$ cat config.mk
export PLATFORM = sky130hd
export DESIGN_NAME = shift_reg_sched
export DESIGN_NICKNAME = d
export VERILOG_FILES = /design/src/rtl/shift_reg_sched.sv
export SDC_FILE = /design/constraint.sdc
export NUM_CORES = 1
export LEC_CHECK = 0
export ABC_AREA = 1
export CAP_MARGIN = 30
export CORE_MARGIN = 2
export CORE_UTILIZATION = 30
export CTS_CLUSTER_SIZE = 12
export DETAILED_ROUTE_END_ITERATION = 12
export HOLD_SLACK_MARGIN = 0.05
export PLACE_DENSITY_LB_ADDON = 0.1
export SLEW_MARGIN = 30
export SYNTH_ARGS = -nofsm -noshare
export SYNTH_HDL_FRONTEND = slang
export SYNTH_SLANG_ARGS = --single-unit
$ cat constraint.sdc
create_clock -name clk -period 5.8 [get_ports clk]
set_clock_uncertainty 0.2 [all_clocks]
set_input_delay 0.58 -clock clk [delete_from_list [all_inputs] [get_ports clk]]
set_output_delay 0.58 -clock clk [all_outputs]
set_load 0.005 [all_outputs]
$ cat src/rtl/shift_reg_sched.sv
// shift_reg_sched: two-requester command sequencer that serially loads a shift_reg through d/en/dir.
// Optional macro SHIFT_SCHED_RR_EN selects round-robin arbitration; when it is undefined,
// requester 0 wins every tie and no pointer register exists.
module shift_reg_sched #(
    parameter int  MSB = 16,
    localparam int LW  = $clog2(MSB) + 1,
    localparam int IW  = $clog2(MSB)
) (
    input  logic          clk,
    input  logic          rst,
    input  logic          req0_valid,
    input  logic          req1_valid,
    output logic          req0_ready,
    output logic          req1_ready,
    input  logic [MSB-1:0] req0_data,
    input  logic [MSB-1:0] req1_data,
    input  logic          req0_dir,
    input  logic          req1_dir,
    input  logic [LW-1:0] req0_len,
    input  logic [LW-1:0] req1_len,
    output logic          sr_d,
    output logic          sr_en,
    output logic          sr_dir,
    output logic          busy,
    output logic          done,
    output logic          done_id
);
    typedef enum logic [1:0] {S_IDLE, S_SHIFT, S_DONE} state_t;
    state_t         r_state;
    logic [MSB-1:0] r_data;
    logic [IW-1:0]  r_idx;
    logic [LW-1:0]  r_cnt;
    logic           r_d;
    logic           r_en;
    logic           r_dir;
    logic           r_busy;
    logic           r_done;
    logic           r_id;
    logic           w_idle;
    logic           w_g0;
    logic           w_g1;
    logic           w_xfer;
    logic [MSB-1:0] w_data;
    logic           w_dir;
    logic [LW-1:0]  w_len_raw;
    logic [LW-1:0]  w_len;
    logic [IW-1:0]  w_first_idx;
    logic [IW-1:0]  w_next_idx;
    assign w_idle = (r_state == S_IDLE);
`ifdef SHIFT_SCHED_RR_EN
    logic r_ptr;
    assign w_g0 = w_idle & req0_valid & (~req1_valid | ~r_ptr);
    // Round-robin pointer hands priority to the requester that was not just served.
    always_ff @(posedge clk or posedge rst)
        if (rst) r_ptr <= 1'b0;
        else if (w_xfer) r_ptr <= w_g0;
`else
    assign w_g0 = w_idle & req0_valid;
`endif
    assign w_g1       = w_idle & req1_valid & ~w_g0;
    assign w_xfer     = w_g0 | w_g1;
    assign req0_ready = w_g0;
    assign req1_ready = w_g1;
    assign w_data     = w_g1 ? req1_data : req0_data;
    assign w_dir      = w_g1 ? req1_dir : req0_dir;
    assign w_len_raw  = w_g1 ? req1_len : req0_len;
    assign w_len      = (w_len_raw > LW'(MSB)) ? LW'(MSB) : w_len_raw;
    // Left shifts feed the top bit of the field first, right shifts feed bit 0 first.
    assign w_first_idx = w_dir ? '0 : IW'(w_len - LW'(1));
    assign w_next_idx  = r_dir ? r_idx + IW'(1) : r_idx - IW'(1);
    // Sequencer: latch the granted command, stream one bit per cycle, then pulse done.
    always_ff @(posedge clk or posedge rst)
        if (rst) begin
            r_state <= S_IDLE;
            r_data  <= '0;
            r_idx   <= '0;
            r_cnt   <= '0;
            r_d     <= 1'b0;
            r_en    <= 1'b0;
            r_dir   <= 1'b0;
            r_busy  <= 1'b0;
            r_done  <= 1'b0;
            r_id    <= 1'b0;
        end else begin
            r_done <= 1'b0;
            case (r_state)
                S_IDLE:
                    if (w_xfer) begin
                        r_data <= w_data;
                        r_dir  <= w_dir;
                        r_id   <= w_g1;
                        r_busy <= 1'b1;
                        if (w_len == '0) begin
                            r_state <= S_DONE;
                            r_done  <= 1'b1;
                        end else begin
                            r_state <= S_SHIFT;
                            r_en    <= 1'b1;
                            r_d     <= w_data[w_first_idx];
                            r_idx   <= w_first_idx;
                            r_cnt   <= w_len - LW'(1);
                        end
                    end
                S_SHIFT:
                    if (r_cnt == '0) begin
                        r_state <= S_DONE;
                        r_en    <= 1'b0;
                        r_d     <= 1'b0;
                        r_done  <= 1'b1;
                    end else begin
                        r_cnt <= r_cnt - LW'(1);
                        r_idx <= w_next_idx;
                        r_d   <= r_data[w_next_idx];
                    end
                default: begin
                    r_state <= S_IDLE;
                    r_busy  <= 1'b0;
                end
            endcase
        end
    assign sr_d    = r_d;
    assign sr_en   = r_en;
    assign sr_dir  = r_dir;
    assign busy    = r_busy;
    assign done    = r_done;
    assign done_id = r_id;
endmodule

**Word-level counts from Yosys, hierarchy flattened**

Index checks and enable logic that the tools add are counted.

- Word-level logic and storage cells: 74
- Bits in registers: 33

- Multiplexer cells: 36
- Magnitude comparators: 3
- Reduce and logical (&&, ||, !) cells: 10
- Bitwise gates (word level): 6
- Eq/ne operators: 5
- Add/sub/neg operators: 4

Operators with widths:

| operator | number |
|---|---|
| 2-to-1 mux 5 bit | 5 |
| 2-to-1 mux 4 bit | 5 |
| 2-to-1 mux 16 bit | 1 |
| 2-to-1 mux 1 bit | 13 |
| zero test 5 bit | 2 |
| < comparator 4 x 5 -> 1 bit (second input constant) | 2 |
| one-hot mux 5 bit (2 select lines) | 1 |
| subtractor 5 x 1 -> 5 bit (second input constant) | 2 |
| binary-select mux 1 bit (select 4 bit) | 2 |
| one-hot mux 1 bit (2 select lines) | 4 |
| one-hot mux 4 bit (2 select lines) | 1 |
| AND reduction 4 bit | 2 |
| 2-to-1 mux 2 bit | 3 |
| inequality test 2 bit (second input constant) | 3 |
| AND reduction 2 bit | 3 |
| greater-than comparator 5 bit (second input constant) | 1 |
| adder 4 x 1 -> 4 bit (second input constant) | 1 |
| one-hot mux 2 bit (2 select lines) | 1 |
| subtractor 4 x 1 -> 4 bit (second input constant) | 1 |
| bitwise AND 1 bit | 3 |
| AND reduction 3 bit | 1 |
| equality test 2 x 1 -> 1 bit (second input constant) | 1 |
| zero test 2 bit | 1 |
| inequality test 2 x 1 -> 1 bit (second input constant) | 1 |
| 3 further kinds | 4 |

**Longest topological paths before layout**

- Depth after elaboration: 14
- Mapped depth: 19
- Depth with buffers taken out: 18

**Worst setup path after synthesis**

No wires, ideal clock.

- Path kind: input to register
- Start: input port req0_valid
- End: register r_d (netlist: sr_d)
- Cell stages on the path: 18
- Arrival time: 2,406 ps
- Slack: 3,081 ps
- Required time: 5,487 ps
- Path through: inv_1 nand3_4 nand2_1 nand2_2 nor2_1 nand2_1 nand2_2 nand2_2 buf_6 ha_1 nor2_1 inv_1 nand3_1 nand3_1 nand3_1 nand3_1 nand2_1 inv_1

- Longest elaborated chain between the ends: 13
- Elaborated cells on any way between the ends: 20
- Classes of those cells: add/sub: 1; order compare: 1; eq/ne: 2; mux: 10; bitwise: 4; reduce/logical: 2

Ends and longest elaborated chain:

| what | line | RTL |
|---|---|---|
| from (decl) | 11 | `input logic req0_valid,` |
| bitwise AND 1 bit (*) | 58 | `assign w_g0 = w_idle & req0_valid;` |
| inverter 1 bit | 60 | `assign w_g1 = w_idle & req1_valid & ~w_g0;` |
| bitwise AND 1 bit | 60 |  |
| 2-to-1 mux 5 bit | 66 | `assign w_len_raw = w_g1 ? req1_len : req0_len;` |
| greater-than comparator 5 bit | 67 | `assign w_len = (w_len_raw > LW'(MSB)) ? LW'(MSB) : w_len_raw;` |
| 2-to-1 mux 5 bit | 67 |  |
| subtractor 5 x 1 -> 5 bit | -- |  |
| 2-to-1 mux 4 bit | 69 | `assign w_first_idx = w_dir ? '0 : IW'(w_len - LW'(1));` |
| binary-select mux 1 bit (select 4 bit) | 99 | `r_d <= w_data[w_first_idx];` |
| 2-to-1 mux 1 bit (implied by the code) | 99 |  |
| 2-to-1 mux 1 bit | 93 | `if (w_len == '0) begin` |
| 2-to-1 mux 1 bit | 88 | `if (w_xfer) begin` |
| one-hot mux 1 bit (2 select lines) | 86 | `case (r_state)` |
| to (signal assigned) | 99 |  |
| to (signal assigned) | 113 | `r_d <= r_data[w_next_idx];` |
| to (decl) | 33 | `logic r_d;` |

Mark *: on every way between the ends. The rest lies on a longest branch, timed or not. The select of a mux whose other input is x is not followed.
A chain may end at the register's enable or synchronous reset.

**Worst setup path in the final report**

- Start: input port req1_valid
- End: register r_d (netlist: sr_d)

- Longest elaborated chain between the ends: 12
- Elaborated cells on any way between the ends: 19
- Classes of those cells: add/sub: 1; order compare: 1; eq/ne: 2; mux: 10; bitwise: 3; reduce/logical: 2

Ends and longest elaborated chain:

| what | line | RTL |
|---|---|---|
| from (decl) | 12 | `input logic req1_valid,` |
| bitwise AND 1 bit (*) (2 in a row) | 60 |  |
| 2-to-1 mux 5 bit | 66 |  |
| greater-than comparator 5 bit | 67 |  |
| 2-to-1 mux 5 bit | 67 |  |
| subtractor 5 x 1 -> 5 bit | -- |  |
| 2-to-1 mux 4 bit | 69 |  |
| binary-select mux 1 bit (select 4 bit) | 99 |  |
| 2-to-1 mux 1 bit (implied by the code) | 99 |  |
| 2-to-1 mux 1 bit | 93 |  |
| 2-to-1 mux 1 bit | 88 |  |
| one-hot mux 1 bit (2 select lines) | 86 |  |

Marks and branches as above.

==> flow_summary.json <==
{
  "syn_nets": 340,
  "first_iter_violations": 119,
  "cts.clk_slew.worst_paths_ns": 0.07,
  "synth_top_area_share_pct": 37.44,
  "io_pins": 56,
  "synth-edff-count": 0,
  "hold_start": "done_id",
  "die_w_um": 89.75,
  "max_freq_mhz": 289.0,
  "clockBufferDepth": 2,
  "drive_gt1_share_pct": 7.941,
  "yosys_warnings": 0,
  "root_buffer": "clkbuf_8",
  "core_um2": 7176,
  "path_class": "input pin to flip-flop",
  "grt_use_total_pct": 15.79,
  "relSlewSlack_pct": 57.23,
  "fin_cells": 439,
  "crit_arrival_ns": 3.44,
  "ant_nets": 0,
  "holdPathEnd": "done_id",
  "cp_max_fo": 25,
  "cts_tree": "done",
  "cts_max_level": 2,
  "post_cts_resized": 0,
  "regToRegStartpoint": "r_state[1]",
  "overflow": 0,
  "post-route-util_pct": 40.59,
  "final_hold_viol_count": 0,
  "worst-r2r-cell-count": 17,
  "drc": 0,
  "nets": 393,
  "p_leak_nw": 1.416,
  "cts_setup_buffers": 0,
  "grt_pass1_vias": 2083,
  "period_needed_ns": 3.460,
  "wl_per_cell_um": 13.53,
  "antenna_found_initial": 0,
  "start_util_pct": 30.74,
  "syn_inst": 286,
  "gp_congestion": 0.8986,
  "p_per_area_nw_per_um2": 503.0,
  "crit_path_end_kind": "flip-flop",
  "worstSkewPairLatency_ns": 0.29,
  "r2r-end": "sr_d",
  "synth-seq-area-share_pct": 37.44,
  "cts_buffers": 5,
  "ff2ff_setup_slack_ns": 2.57,
  "status": "completed",
  "rows": 31,
  "drt_pass1_iterations": 4,
  "synth_most_common_cell": "nand2_1",
  "fp.dieH_um": 89.75,
  "final-setup-viol-count": 0,
  "async_flop_share_pct": 100.0,
  "max-vdd-ir-drop_mv": 0.1827,
  "hold_path_class": "flip-flop to flip-flop",
  "ys_types": 35,
  "syn_area_um2": 2206,
  "yosys_most_used_dff": "dfrtp_1",
  "routed_wl_um": 5941,
  "finalPower_mw": 1.465,
  "viasPerCell": 4.720,
  "setup_tns_ns": 0,
  "post-place-cells": 431,
  "crit_required_ns": 5.78,
  "dieArea_um2": 8055,
  "grt_pass1_wl_um": 10370,
  "synth_commonest_cells": "nand2_1, dfrtp_1, o21ai_0",
  "vias": 2072,
  "drv_slew": 0,
  "area.growth.synth_to_final_pct": 32.05,
  "grt_max_degree": 39,
  "cap_violations": 0,
  "worstMarginPinSlew_ns": 0.6392,
  "hpwlAfterDp_um": 4482,
  "min_period_over_period_pct": 59.66,
  "synth.avg_cell_area_um2": 7.713,
  "io_buffers": 55,
  "hold_depth": 2,
  "ys_seq_elements": 33,
  "diodes": 0,
  "holdBufCountCts": 0,
  "cp-start-kind": "input pin",
  "synth_top_area_cell": "dfrtp_1",
  "clkSinkCount": 33,
  "ys_top_cells_by_area": "dfrtp_1, nand2_1, mux2i_1",
  "rsz0062_at_grt": "false"
}
cell families after synthesis:
| kind of cell | after synthesis | share of synthesized area, % |
|---|---|---|
| simple gates | 136 | 27.85 |
| compound gates | 54 | 14.12 |
| buf+inv | 35 | 7.203 |
| flops | 33 | 37.44 |
| mux | 16 | 7.260 |
| xor+xnor | 6 | 2.382 |
| fa+ha+maj | 6 | 3.744 |
through the flow:
stage	hold WS (ns)	cell area, um2	worst slack [ns]
6_report	0.2746	2913	2.340
3_3_place_gp	0.2532	2830	2.124
3_5_place_dp	0.2572	2830	2.020
4_1_cts	0.2745	2913	2.311
5_1_grt	0.3261	2913	1.916
2_1_floorplan	0.2533	2206	3.081
worst max path at each step:
stage                     slack (ns)  cells after the start       start   end
after floorplan                 3.08                     18  req0_valid  sr_d
after global placement          2.12                     17  req1_valid  sr_d
after detailed placement        2.02                     17  req1_valid  sr_d
after CTS                       2.31                     17  req1_valid  sr_d
after global routing            1.92                     17  req1_valid  sr_d
final                           2.34                     17  req1_valid  sr_d
power by group:
group | internal [mW] | switching (mW) | total [mW]
combinational | 0.362 | 0.510 | 0.872
sequential | 0.346 | 0.0771 | 0.423
clock | 0.0832 | 0.0867 | 0.170
layer usage:
layer | routed length, um | global-route usage, % | up-vias
met5 | 0 | 0 | -
met4 | 62 | 3.462 | 0
met3 | 269 | 3.269 | 4
met2 | 2647 | 25.06 | 47
met1 | 2961 | 22.35 | 952
li1 | - | - | 1069
placed cells by master, fill, tap and decap left out, types with 4 or more instances in the layout:
| cell type | n |
|---|---|
| a21oi_1 | 8 |
| a32o_1 | 4 |
| clkbuf_8 | 5 |
| clkdlybuf4s50_1 | 55 |
| dfrtp_1 | 33 |
| ha_1 | 5 |
| inv_1 | 18 |
| inv_2 | 4 |
| mux2i_1 | 16 |
| nand2_1 | 78 |
| nand2_2 | 8 |
| nand3_1 | 26 |
| nand4_1 | 5 |
| nor2_1 | 13 |
| o21ai_0 | 30 |
| xor2_1 | 4 |
layout make-up:
| cell class | count | area, um2 |
|---|---|---|
| clock inverter | 2 | 10.01 |
| clock buffer | 6 | 72.57 |
| inverter | 24 | 90.09 |
| timing repair buffer | 57 | 565.5 |
| tap | 99 | 123.9 |
| fill | 757 | 4263 |
| sequential | 33 | 825.8 |
| multi-input combinational | 218 | 1225 |
worst max-delay path, cell delays in order:
cell and delay (ns):
clkdlybuf4s50_1 0.62, nand3_4 0.36, nand2_1 0.18, nand2_2 0.08
nor2_1 0.10, nand2_1 0.08, nand2_2 0.08, nand2_2 0.15
ha_1 0.35, nor2_1 0.28, inv_1 0.14, nand3_1 0.11
nand3_1 0.07, nand3_1 0.08, nand3_1 0.07, nand2_1 0.06
inv_1 0.03
flip-flops by register name, summed over array words and instances, names as in the netlist:
register	cells
sr_en	1
sr_dir	1
sr_d	1
r_idx	4
r_cnt	5
busy	1
done_id	1
r_state	2
r_data	16
done	1
Note: power is estimated with default switching activity, not from simulation.
